### src/rtl/ex_hilo_unit.sv
// ex_hilo_unit: multi-cycle HI/LO execution unit for the EX stage.
//
// This unit executes MULT/MULTU/DIV/DIVU and MTHI/MTLO, and holds the
// architectural HI/LO pair that is committed from WB. It also forwards HI/LO
// values for MFHI/MFLO.
//
// Iterative operations use a three-state FSM (IDLE -> BUSY -> DONE). The
// FSM spends 32 BUSY cycles on shift-add multiply or restoring divide,
// working on operand magnitudes, and fixes the signs up in DONE.
//
// Optional build macro HILO_FAST_MUL_EN: when it is defined, MULT/MULTU use
// a single-cycle combinational multiplier, and the FSM serves only DIV/DIVU.

module ex_hilo_unit (
    input  logic        clk,
    input  logic        rst,
    input  logic [5:0]  stall,
    input  logic [2:0]  op,
    input  logic [31:0] rs_data,
    input  logic [31:0] rt_data,
    input  logic [64:0] mem_ex_lohi_bus,
    input  logic [64:0] wb_ex_lohi_bus,
    output logic [31:0] hi_rdata,
    output logic [31:0] lo_rdata,
    output logic [64:0] ex_mem_lohi_bus,
    output logic        stallreq
);

    localparam logic [2:0] OP_NONE  = 3'd0;
    localparam logic [2:0] OP_MULT  = 3'd1;
    localparam logic [2:0] OP_MULTU = 3'd2;
    localparam logic [2:0] OP_DIV   = 3'd3;
    localparam logic [2:0] OP_DIVU  = 3'd4;
    localparam logic [2:0] OP_MTHI  = 3'd5;
    localparam logic [2:0] OP_MTLO  = 3'd6;

    localparam logic [1:0] ST_IDLE = 2'd0;
    localparam logic [1:0] ST_BUSY = 2'd1;
    localparam logic [1:0] ST_DONE = 2'd2;

    // Architectural HI/LO
    logic [31:0] hi_r;
    logic [31:0] lo_r;

    // FSM and iteration datapath
    logic [1:0]  state_r;
    logic [4:0]  counter_r;
    logic [31:0] p_hi_r;      // product high half / running remainder
    logic [31:0] p_lo_r;      // multiplier bits / dividend bits -> quotient
    logic [31:0] b_r;         // |multiplicand| or |divisor|
    logic [31:0] a_orig_r;    // raw rs_data, returned as HI on divide by zero
    logic        is_div_r;
    logic        neg_q_r;     // negate product / quotient
    logic        neg_rem_r;   // negate remainder (signed divide, A negative)
    logic        div_zero_r;

    // Decode and operand conditioning
    logic        op_mul_s;
    logic        op_div_s;
    logic        op_signed_s;
    logic        a_neg_s;
    logic        b_neg_s;
    logic [31:0] abs_a_s;
    logic [31:0] abs_b_s;
    logic        start_s;

    // Iteration step
    logic [32:0] mul_sum_s;
    logic [32:0] div_trial_s;
    logic [32:0] div_diff_s;
    logic        div_ge_s;
    logic [31:0] p_hi_nx_s;
    logic [31:0] p_lo_nx_s;

    // Result fix-up
    logic [63:0] prod_raw_s;
    logic [63:0] prod_s;
    logic [31:0] res_hi_s;
    logic [31:0] res_lo_s;

    // Only stall[2] (the EX hold) is used; the remaining bits are
    // deliberately ignored.
    logic        stall_unused_s;

`ifdef HILO_FAST_MUL_EN
    logic [63:0] fast_prod_s;
    logic        fast_mul_s;
`endif

    assign stall_unused_s = ^{stall[5:3], stall[1:0]};

    assign op_mul_s    = (op == OP_MULT) || (op == OP_MULTU);
    assign op_div_s    = (op == OP_DIV)  || (op == OP_DIVU);
    assign op_signed_s = (op == OP_MULT) || (op == OP_DIV);
    assign a_neg_s     = op_signed_s & rs_data[31];
    assign b_neg_s     = op_signed_s & rt_data[31];
    assign abs_a_s     = a_neg_s ? (32'd0 - rs_data) : rs_data;
    assign abs_b_s     = b_neg_s ? (32'd0 - rt_data) : rt_data;

`ifdef HILO_FAST_MUL_EN
    assign start_s     = (state_r == ST_IDLE) && op_div_s;
    assign fast_mul_s  = (state_r == ST_IDLE) && op_mul_s;
    assign fast_prod_s = (op == OP_MULT)
                       ? 64'($signed({{32{rs_data[31]}}, rs_data}) *
                             $signed({{32{rt_data[31]}}, rt_data}))
                       : ({32'd0, rs_data} * {32'd0, rt_data});
`else
    assign start_s     = (state_r == ST_IDLE) && (op_mul_s || op_div_s);
`endif

    // Forwarded HI/LO: the MEM bus wins over the WB bus, which wins over the
    // registers.
    always_comb begin
        hi_rdata = hi_r;
        lo_rdata = lo_r;
        if (mem_ex_lohi_bus[64]) begin
            hi_rdata = mem_ex_lohi_bus[63:32];
            lo_rdata = mem_ex_lohi_bus[31:0];
        end else if (wb_ex_lohi_bus[64]) begin
            hi_rdata = wb_ex_lohi_bus[63:32];
            lo_rdata = wb_ex_lohi_bus[31:0];
        end else begin
            hi_rdata = hi_r;
            lo_rdata = lo_r;
        end
    end

    assign mul_sum_s   = {1'b0, p_hi_r} + (p_lo_r[0] ? {1'b0, b_r} : 33'd0);
    assign div_trial_s = {p_hi_r, p_lo_r[31]};
    assign div_diff_s  = div_trial_s - {1'b0, b_r};
    assign div_ge_s    = (div_trial_s >= {1'b0, b_r});

    // One shift-add or restoring-divide step
    always_comb begin
        p_hi_nx_s = p_hi_r;
        p_lo_nx_s = p_lo_r;
        if (is_div_r) begin
            if (div_ge_s) begin
                p_hi_nx_s = div_diff_s[31:0];
                p_lo_nx_s = {p_lo_r[30:0], 1'b1};
            end else begin
                p_hi_nx_s = div_trial_s[31:0];
                p_lo_nx_s = {p_lo_r[30:0], 1'b0};
            end
        end else begin
            p_hi_nx_s = mul_sum_s[32:1];
            p_lo_nx_s = {mul_sum_s[0], p_lo_r[31:1]};
        end
    end

    assign prod_raw_s = {p_hi_r, p_lo_r};
    assign prod_s     = neg_q_r ? (64'd0 - prod_raw_s) : prod_raw_s;

    // Sign fix-up and the divide-by-zero convention for the DONE result
    always_comb begin
        res_hi_s = 32'd0;
        res_lo_s = 32'd0;
        if (is_div_r) begin
            if (div_zero_r) begin
                res_hi_s = a_orig_r;
                res_lo_s = 32'hFFFF_FFFF;
            end else begin
                res_hi_s = neg_rem_r ? (32'd0 - p_hi_r) : p_hi_r;
                res_lo_s = neg_q_r   ? (32'd0 - p_lo_r) : p_lo_r;
            end
        end else begin
            res_hi_s = prod_s[63:32];
            res_lo_s = prod_s[31:0];
        end
    end

    // Bus toward MEM and the stall request, decoded from the state and the
    // current op
    always_comb begin
        ex_mem_lohi_bus = 65'd0;
        stallreq        = 1'b0;
        case (state_r)
            ST_IDLE: begin
                if (start_s) begin
                    stallreq = 1'b1;
`ifdef HILO_FAST_MUL_EN
                end else if (fast_mul_s) begin
                    ex_mem_lohi_bus = {1'b1, fast_prod_s};
`endif
                end else if (op == OP_MTHI) begin
                    ex_mem_lohi_bus = {1'b1, rs_data, lo_rdata};
                end else if (op == OP_MTLO) begin
                    ex_mem_lohi_bus = {1'b1, hi_rdata, rs_data};
                end else begin
                    ex_mem_lohi_bus = 65'd0;
                end
            end
            ST_BUSY: begin
                stallreq = 1'b1;
            end
            ST_DONE: begin
                ex_mem_lohi_bus = {1'b1, res_hi_s, res_lo_s};
            end
            default: begin
                ex_mem_lohi_bus = 65'd0;
                stallreq        = 1'b0;
            end
        endcase
    end

    // The architectural HI/LO registers commit whatever WB presents with
    // we set
    always_ff @(posedge clk) begin
        if (rst) begin
            hi_r <= 32'd0;
            lo_r <= 32'd0;
        end else if (wb_ex_lohi_bus[64]) begin
            hi_r <= wb_ex_lohi_bus[63:32];
            lo_r <= wb_ex_lohi_bus[31:0];
        end else begin
            hi_r <= hi_r;
            lo_r <= lo_r;
        end
    end

    // Sequence IDLE -> BUSY (32 steps) -> DONE; DONE is held while EX is
    // stalled
    always_ff @(posedge clk) begin
        if (rst) begin
            state_r    <= ST_IDLE;
            counter_r  <= 5'd0;
            p_hi_r     <= 32'd0;
            p_lo_r     <= 32'd0;
            b_r        <= 32'd0;
            a_orig_r   <= 32'd0;
            is_div_r   <= 1'b0;
            neg_q_r    <= 1'b0;
            neg_rem_r  <= 1'b0;
            div_zero_r <= 1'b0;
        end else begin
            case (state_r)
                ST_IDLE: begin
                    if (start_s) begin
                        state_r    <= ST_BUSY;
                        counter_r  <= 5'd0;
                        p_hi_r     <= 32'd0;
                        p_lo_r     <= abs_a_s;
                        b_r        <= abs_b_s;
                        a_orig_r   <= rs_data;
                        is_div_r   <= op_div_s;
                        neg_q_r    <= a_neg_s ^ b_neg_s;
                        neg_rem_r  <= a_neg_s;
                        div_zero_r <= (rt_data == 32'd0);
                    end
                end
                ST_BUSY: begin
                    p_hi_r    <= p_hi_nx_s;
                    p_lo_r    <= p_lo_nx_s;
                    counter_r <= counter_r + 5'd1;
                    if (counter_r == 5'd31) begin
                        state_r <= ST_DONE;
                    end
                end
                ST_DONE: begin
                    if (!stall[2]) begin
                        state_r <= ST_IDLE;
                    end
                end
                default: begin
                    state_r <= ST_IDLE;
                end
            endcase
        end
    end

endmodule

### config.mk
export PLATFORM = sky130hd
export DESIGN_NAME = ex_hilo_unit
export DESIGN_NICKNAME = d
export VERILOG_FILES = /design/src/rtl/ex_hilo_unit.sv
export SDC_FILE = /design/constraint.sdc
export NUM_CORES = 1
export LEC_CHECK = 0
export ABC_AREA = 1
export BUFFER_PORTS_ARGS = -buffer_cell sky130_fd_sc_hd__buf_2
export CORE_MARGIN = 2
export CORE_UTILIZATION = 54
export CTS_BUF_LIST = sky130_fd_sc_hd__clkbuf_8
export DETAILED_ROUTE_END_ITERATION = 10
export PLACE_DENSITY = 0.77
export SETUP_SLACK_MARGIN = 0.4
export SYNTH_ARGS = -nofsm -noshare
export SYNTH_HDL_FRONTEND = slang
export SYNTH_SLANG_ARGS = --single-unit
### constraint.sdc
create_clock -name clk -period 2.6 [get_ports clk]
set_clock_uncertainty 0.2 [all_clocks]
set_input_delay 0.26 -clock clk [delete_from_list [all_inputs] [get_ports clk]]
set_output_delay 0.26 -clock clk [all_outputs]
set_load 0.05 [all_outputs]
==> results of run 1 <==
what timing repair did:
| action | in CTS |
|---|---|
| endpoints found under the setup margin | 100 |
| pin swaps | 138 |
| endpoints found under the hold margin | 149 |
| gates cloned | 2 |
| buffers inserted | 61 |
| resized for setup | 621 |
| hold buffers | 136 |
routing by layer:
layer,global-route usage,GRT overflow
met5,0.699,13
met4,1.02,372
met3,0.842,81
met2,1.07,779
met1,0.913,72
logic make-up after synthesis:
| family | after synthesis | share of synthesized area |
|---|---|---|
| AND/OR/NAND/NOR | 1771 | 0.364 |
| AO/OA/AOI/OAI | 828 | 0.216 |
| buffers and inverters | 608 | 0.116 |
| flip-flops | 203 | 0.200 |
| adder cells (fa/ha/maj) | 72 | 0.0451 |
| multiplexers | 64 | 0.0316 |
| XOR/XNOR | 62 | 0.0268 |
metrics by stage:
stage / hold WS [ns] / cells / setup slack (ns)
2_1_floorplan: 0.204 / 3608 / 0.157
3_3_place_gp: 0.248 / 4745 / -0.282
3_5_place_dp: 0.254 / 4745 / -0.319
4_1_cts: 0.00147 / 5017 / -0.599
==> results.md, run 1 <==
- Site Rows: 71
- Root buffer cell: clkbuf_8
- Synthesized area per cell: 5.63 sq um
- Main area contributors after synthesis: dfxtp_1 20%, nand2_1 18%, o21ai_0 9.7%
- Die height: 198 um
- Ports: 335
- PortBufs: 329
- Largest net degree at the start of global routing: 117
- Top cell type's share of synthesized area: 0.200
- Library cells used by synthesis: 49
- Synth Flop Type: dfxtp_1
- Stopping stage: global routing
- Grt total ovfl: 1,317
- Syn Inst Count: 3,608
- Placed cell area: 27,600 sq um
- Clk sinks: 203
- Post-synth top cells: 992 x nand2_1, 423 x inv_1, 395 x o21ai_0
- Clock Tree Buf Depth: 3
- Total CTS buffers: 40
- Final HPWL from detailed placement: 84,800 um
- Register area share after synthesis: 0.200
- Yosys reg bits: 203
- All-Layer GR Usage: 0.950
- Outcome: stopped before the end
- Synth area leader: dfxtp_1
- Async SR Flop Fraction: 0
- CTS H-tree depth: 2
- Gpl congestion: 1.13
- Post-synthesis cell area: 20,300 sq um
- Synth Net Count: 3,885
- Starting Density: 0.544
- Synthesis warning total: 0
- Cell with the most instances after synthesis: nand2_1
- EDFF count, synth: 0
- Tool error: [ERROR GRT-0232] Routing congestion too high. Check the congestion heatmap in the GUI.
- Die X: 198 um
==> run 2, diff against run 1 <==
--- a/config.mk
+++ b/config.mk
@@ -8,11 +8,9 @@
 export ABC_AREA = 1
 export BUFFER_PORTS_ARGS = -buffer_cell sky130_fd_sc_hd__buf_2
 export CORE_MARGIN = 2
-export CORE_UTILIZATION = 54
-export CTS_BUF_LIST = sky130_fd_sc_hd__clkbuf_8
+export CORE_UTILIZATION = 40
 export DETAILED_ROUTE_END_ITERATION = 10
-export PLACE_DENSITY = 0.77
-export SETUP_SLACK_MARGIN = 0.4
+export PLACE_DENSITY_LB_ADDON = 0.15
 export SYNTH_ARGS = -nofsm -noshare
 export SYNTH_HDL_FRONTEND = slang
 export SYNTH_SLANG_ARGS = --single-unit
==> constraint.sdc (replaced) <==
create_clock -name clk -period 3.38 [get_ports clk]
set_clock_uncertainty 0.2 [all_clocks]
set_input_delay 0.338 -clock clk [delete_from_list [all_inputs] [get_ports clk]]
set_output_delay 0.338 -clock clk [all_outputs]
set_load 0.05 [all_outputs]
==> run 2 against run 1 <==
The run now ends clean. Synthesized cell count is the same. Area after synthesis is the same.
==> results.md, run 2 <==
- Outcome: finished, final reports clean (was stopped before the end)
- Finished Layout Cells: 4,727
- Total Power: 0.0102 W
- Top cell type's share of synthesized area: 0.200 (unchanged)
- Setup_tns: 0 ns
- Worst path arrival time: 2.82 ns
- Multi-input gate area: 14,400 sq um
- Worst setup margin: 0.0216 ns
- CTS H-tree depth: 1 (was 2)
- Setup WS pre-CTS: 0.301 ns (was -0.319 ns)
- Final setup violation count: 0
- Fin util: 0.516
- Initial antenna violation count: 6
- Grt total ovfl: 0
- Final HPWL from detailed placement: 75,900 um (was 84,800 um)
- Crit-path max FO: 6
- Commonest non-fill, non-tap cell in the layout: nand2_1
- Req. time, crit path: 2.84 ns
- Max Cap Viol: 0
- Yosys reg bits: 203 (unchanged)
- Library cells used by synthesis: 49 (unchanged)
- Placed cells: 4,551 (was 4,745)
- Register area share after synthesis: 0.200 (unchanged)
- Die height: 229 um (was 198 um)
- Drt drc: 0
- Fin. Hold Viols: 0
- First-pass GRT wire length: 144,000 um
- CTS tree: built
- PortBufs: 329 (unchanged)
- Clk slew on worst S/H paths: 0.06 ns
- Worst-Margin Slew: 0.970 ns
- Synth-to-layout area growth: 27.6%
- Post-synthesis cell area: 20,300 sq um (unchanged)
- Reg area: 4100 sq um
- Synth Net Count: 3,885 (unchanged)
- Main area contributors after synthesis: dfxtp_1 20%, nand2_1 18%, o21ai_0 9.7% (unchanged)
- Largest net degree at the start of global routing: 97
- DRT antenna net count: 0
- Synthesized area per cell: 5.63 sq um (unchanged)
- All-Layer GR Usage: 0.354
- Mean routed wirelength per cell: 20.5 um
- Site Rows: 82 (was 71)
- Final nets: 4,314
- Relative slew margins: 0.352
- Critical Path End Type: primary output
- Worst skew pair latency: 0.58 ns
- Ports: 335 (unchanged)
- Synthesis warning total: 0 (unchanged)
- Synth area leader: dfxtp_1 (unchanged)
- Cell with the most instances after synthesis: nand2_1 (unchanged)
- Clk sinks: 203 (unchanged)
- Synth Flop Type: dfxtp_1 (unchanged)
- Hold WC Path Type: in -> reg
- Tcrit/Tclk final: 0.994
- Async SR Flop Fraction: 0 (unchanged)
- Slew Limit Fails: 0
- Die X: 229 um (was 198 um)
- EDFF count, synth: 0 (unchanged)
- Via count: 26,164
- Unrepaired setup endpoints after global routing: yes
- DIE AREA: 52,600 sq um
- Post-synth top cells: 992 x nand2_1, 423 x inv_1, 395 x o21ai_0 (unchanged)
- Syn Inst Count: 3,608 (unchanged)
- FILL cells: 5,315
- Vias in the first global route: 23,557
- Share of layout cells above drive strength 1: 0.172
- Most frequent cells in the layout: 973 x nand2_1, 405 x inv_1, 347 x o21ai_0, 324 x nor2_1, 312 x a21oi_1
- Vias/cell: 5.54
- Fmax: 298 MHz
- Gpl congestion: 1.02 (was 1.13)
- Total CTS buffers: 25 (was 40)
- Starting Density: 0.405 (was 0.544)
- CP Class: reg -> out
- Maximum VDD drop: 0.000386 V
- Drt first pass iters: 6
- Drt first-iter violations: 3,307
- Pwr Density: 393 nW/um^2
- Root buffer cell: clkbuf_16 (was clkbuf_8)
- Crit path time final: 3.36 ns
- P_leak: 12.9 nW
- Core Region: 50,200 sq um
- Routed WL: 97,100 um
- Worst setup SP type: flop
- Clock Tree Buf Depth: 3 (unchanged)
==> run 2: cell counts after synthesis <==
Identical to the previous run, type by type.
==> run 2: path summary, 6_finish.rpt <==
kind / from / end / slack [ns] / depth (start not counted)
setup / recovery: p_hi_r[10]$_SDFFE_PP0P_ / ex_mem_lohi_bus[54] / 0.02 / 12
hold / removal: rs_data[26] / p_lo_r[26]$_SDFFE_PP0P_ / 0.02 / 5
setup reg to reg: b_r[5]$_SDFFE_PP0P_ / p_hi_r[29]$_SDFFE_PP0P_ / 0.27 / 15
hold reg to reg: counter_r[3]$_SDFFE_PP0P_ / counter_r[3]$_SDFFE_PP0P_ / 0.26 / 2
==> run 2: worst max-delay path, cell delays in order (launching register included) <==
cell and delay, ns:
dfxtp_2 0.35, buf_6 0.16, nor2_4 0.17, nand3_4 0.13, nor2_4 0.12, nand3b_1 0.26
o21ai_2 0.23, xor2_1 0.20, nand2_1 0.08, a21oi_1 0.13, nand2_1 0.11, nand2_1 0.13
buf_6 0.17
==> run 2: cell type report <==
class | instances | area share
timing repair buffer | 571 | 0.157
clock buffer | 32 | 0.0275
sequential | 203 | 0.158
clock inverter | 12 | 0.00546
antenna | 1 | 0.0000966
tap | 672 | 0.0325
multi-input combinational | 2797 | 0.556
inverter | 439 | 0.0640
==> run 2: routing by layer <==
layer  routed length, um  share of wire  track usage  up-vias
met1               42200           0.43        0.503    11971
met4                2920          0.030        0.103        0
met3               10800           0.11       0.0753      158
met5                   0              0            0        -
li1                    -              -            -    12671
met2               41200           0.42        0.534     1364
==> run 2: timing repair <==
| item | CTS | global route |
|---|---|---|
| resized for setup | 88 | 155 |
| setup endpoints to repair | 37 | 46 |
| pin swaps | 8 | 38 |
| hold endpoints to repair | 112 | 0 |
| hold buffers | 113 | 0 |
| setup buffers | 4 | 14 |
==> run 2: power by group <==
| group | total (W) | switching (W) | internal [W] |
|---|---|---|---|
| clock | 0.00290 | 0.00119 | 0.00170 |
| sequential | 0.00283 | 0.000235 | 0.00260 |
| combinational | 0.00445 | 0.00306 | 0.00138 |
==> run 2: through the flow <==
stage	cell area [sq um]	hold slack (ns)
CTS	25300	0.000462
global placement	23100	0.248
global route	25900	0.0273
floorplan	20300	0.241
detailed placement	23100	0.253
finish	25900	0.0216
==> run 2: cell families after synthesis <==
family	after synthesis	share of synthesized area
AOI/OAI and AO/OA	828	0.216
xor gates and xnor gates	62	0.0268
adders and majority gates	72	0.0451
buffers and inverters	608	0.116
DFF	203	0.200
muxes	64	0.0316
and+or+nand+nor	1771	0.364
(Power assumes the default switching activity.)
==> run 3, diff against run 2 <==
--- a/config.mk
+++ b/config.mk
@@ -10,6 +10,7 @@
 export CORE_MARGIN = 2
 export CORE_UTILIZATION = 40
 export DETAILED_ROUTE_END_ITERATION = 10
+export HOLD_SLACK_MARGIN = 0.12
 export PLACE_DENSITY_LB_ADDON = 0.15
 export SYNTH_ARGS = -nofsm -noshare
 export SYNTH_HDL_FRONTEND = slang
==> run 3 against run 2 <==
Flip-flop and latch count unchanged. Design area is 1.1% higher. Worst setup slack better by 0.0031 ns. Largest power group unchanged.
==> results.md, run 3 (synthesis gave the netlist of run 2 again) <==
- Outcome: finished, final reports clean (unchanged)
- Vias in the first global route: 23,767 (was 23,557)
- Most frequent cells in the layout: 972 x nand2_1, 408 x inv_1, 346 x o21ai_0, 324 x nor2_1, 312 x a21oi_1 (was 973 x nand2_1, 405 x inv_1, 347 x o21ai_0, 324 x nor2_1, 312 x a21oi_1)
- Fin area: 26,200 sq um (was 25,900 sq um)
- FILL cells: 5,283 (was 5,315)
- Final HPWL from detailed placement: 75,900 um (unchanged)
- PortBufs: 329 (unchanged)
- Reg area: 4100 sq um (about the same)
- Grt total ovfl: 0 (unchanged)
- CP Class: reg -> out (unchanged)
- Hold WC Path Type: in -> reg (unchanged)
- WHS: 0.158 ns (was 0.0216 ns)
- Max Cap Viol: 0 (unchanged)
- Final setup violation count: 0 (unchanged)
- Slew Limit Fails: 0 (unchanged)
- Share of layout cells above drive strength 1: 0.169 (was 0.172)
- Pwr Density: 390 nW/um^2 (was 393 nW/um^2)
- Grt met2 use: 0.535 (was 0.534)
- Via count: 26,274 (was 26,164)
- Drt first-iter violations: 3,362 (was 3,307)
- Die X: 229 um (unchanged)
- Site Rows: 82 (unchanged)
- Sw frac: 0.440 (was 0.441)
- Clk pwr share: 0.283 (was 0.284)
- DIE AREA: 52,600 sq um (unchanged)
- Mean routed wirelength per cell: 20.5 um (about the same)
- Drt first pass iters: 8 (was 6)
- Clk slew on worst S/H paths: 0.07 ns (was 0.06 ns)
- NetSw: 0.00449 W (about the same)
- Maximum VDD drop: 0.000386 V (about the same)
- Clock Tree Buf Depth: 3 (unchanged)
- Sequential share of power: 0.278 (was 0.279)
- Commonest non-fill, non-tap cell in the layout: nand2_1 (unchanged)
- First-pass GRT wire length: 145,000 um (was 144,000 um)
- Starting Density: 0.405 (unchanged)
- DRT antenna net count: 0 (unchanged)
- CTS H-tree depth: 1 (unchanged)
- Initial antenna violation count: 6 (unchanged)
- Clk sinks: 203 (unchanged)
- Unrepaired setup endpoints after global routing: yes (unchanged)
- CP Buf/Inv Count: 3 (was 2)
- Slowest CP cell: dfxtp_2 (unchanged)
- Drt drc: 0 (unchanged)
- Routed WL: 97,400 um (was 97,100 um)
- Delay-heaviest family, CP: simple AND/OR/NAND/NOR gates (unchanged)
- Critical Path End Type: primary output (unchanged)
- Final nets: 4,343 (was 4,314)
- P_leak: 13.0 nW (was 12.9 nW)
- Critical-path cell list: inv_2, ha_4, nand4_1, nor2_2, nand2_1, nor3_2, buf_4, xor2_1, nand2_1, o21ai_0, nand2_1, nand2_1, nand2_1, buf_6 (was buf_6, nor2_4, nand3_4, nor2_4, nand3b_1, o21ai_2, xor2_1, nand2_1, a21oi_1, nand2_1, nand2_1, buf_6)
- Req. time, crit path: 2.84 ns (about the same)
- Logic pwr share: 0.439 (was 0.437)
- Crit path time final: 3.36 ns (about the same)
- Register-to-Register Setup Slack: 0.19 ns (was 0.27 ns)
- Multi-input gate area: 14,400 sq um (about the same)
- Most used cell, CP: nand2_1 (unchanged)
- Worst path arrival time: 2.82 ns (about the same)
- Relative slew margins: 0.373 (was 0.352)
- Worst-Margin Slew: 0.939 ns (was 0.970 ns)
- Gpl congestion: 1.02 (unchanged)
- Root buffer cell: clkbuf_16 (unchanged)
- Total CTS buffers: 25 (unchanged)
- Core Region: 50,200 sq um (unchanged)
- GRT busiest layer: met2 (unchanged)
- Crit-path max FO: 4 (was 6)
- Ports: 335 (unchanged)
- Tcrit/Tclk final: 0.993 (was 0.994)
- Vias/cell: 5.52 (was 5.54)
- Placed cell area: 23,100 sq um (unchanged)
- Largest net degree at the start of global routing: 97 (unchanged)
- Fin. Hold Viols: 0 (unchanged)
- Worst skew pair latency: 0.58 ns (about the same)
- All-Layer GR Usage: 0.355 (was 0.354)
- Die height: 229 um (unchanged)
- Fmax: 298 MHz (about the same)
- CTS tree: built (unchanged)
- Int Power: 0.00572 W (was 0.00569 W)
- Critical Path Max Stage Delay: 0.35 ns (about the same)
- Met3 global-route usage: 0.0753 (unchanged)
- Synth-to-layout area growth: 29.0% (was 27.6%)
- Worst setup SP type: flop (unchanged)
- Met1 Track Usage GR: 0.504 (was 0.503)
-- run 3: area by class of cell --
class | instances | area share
Multi-Input combinational cell | 2797 | 0.550
Clock inverter | 12 | 0.00540
Sequential cell | 203 | 0.156
Antenna cell | 2 | 0.000191
Timing Repair Buffer | 600 | 0.165
Clock buffer | 32 | 0.0272
Inverter | 439 | 0.0633
Tap cell | 672 | 0.0321
-- run 3: layer usage --
metal	vias up	share of wire
met3	182	0.11
met5	-	0
met1	12030	0.43
met2	1357	0.42
met4	0	0.033
li1	12705	-
-- run 3: power by group through the flow --
stage          Combinational, W  Sequential (W)  Clock [W]
2_1_floorplan           0.00266         0.00276          0
3_3_place_gp            0.00397         0.00286          0
3_5_place_dp            0.00397         0.00285          0
4_1_cts                 0.00420         0.00281    0.00292
5_1_grt                 0.00485         0.00285    0.00300
6_report                0.00449         0.00283    0.00289
-- run 3: per-stage QoR --
stage	cells	setup TNS (ns)	utilization	setup WS, ns	power, W
after floorplan	3608	-0.158	-	-0.158	0.00543
after detailed placement	4551	0	0.460	0.301	0.00683
after global routing	4755	-0.406	0.522	-0.113	0.0107
after global placement	4551	0	0.460	0.320	0.00682
final	4757	0	0.522	0.0247	0.0102
after CTS	4741	-0.00546	0.511	-0.00322	0.00993
-- run 3: timing repair --
action,in CTS,in global routing
hold buffers,142,0
endpoints found under the setup margin,37,47
endpoints found under the hold margin,144,0
setup buffers,4,14
pin swaps,8,24
resized for setup,88,142
-- run 3: final timing paths --
check | startpoint | to | cells after the start
setup / recovery | p_hi_r[1]$_SDFFE_PP0P_ | ex_mem_lohi_bus[54] | 14
hold / removal | wb_ex_lohi_bus[64] | lo_r[17]$_SDFF_PP0_ | 3
setup reg to reg | p_lo_r[31]$_SDFFE_PP0P_ | p_hi_r[28]$_SDFFE_PP0P_ | 15
hold reg to reg | counter_r[3]$_SDFFE_PP0P_ | counter_r[3]$_SDFFE_PP0P_ | 2
-- run 3: worst reg2reg max path, cell delays in order, from the launching register on --
cell,delay [ns]
dfxtp_1,0.44
inv_1,0.27
ha_1,0.22
inv_1,0.10
fa_1,0.49
nand2_1,0.11
nand3_1,0.23
nand2_1,0.15
nand3_1,0.15
nand3_1,0.23
nand2_1,0.08
nand2_1,0.06
nand3_1,0.10
nand2_1,0.08
nand3_1,0.06
a21oi_1,0.15
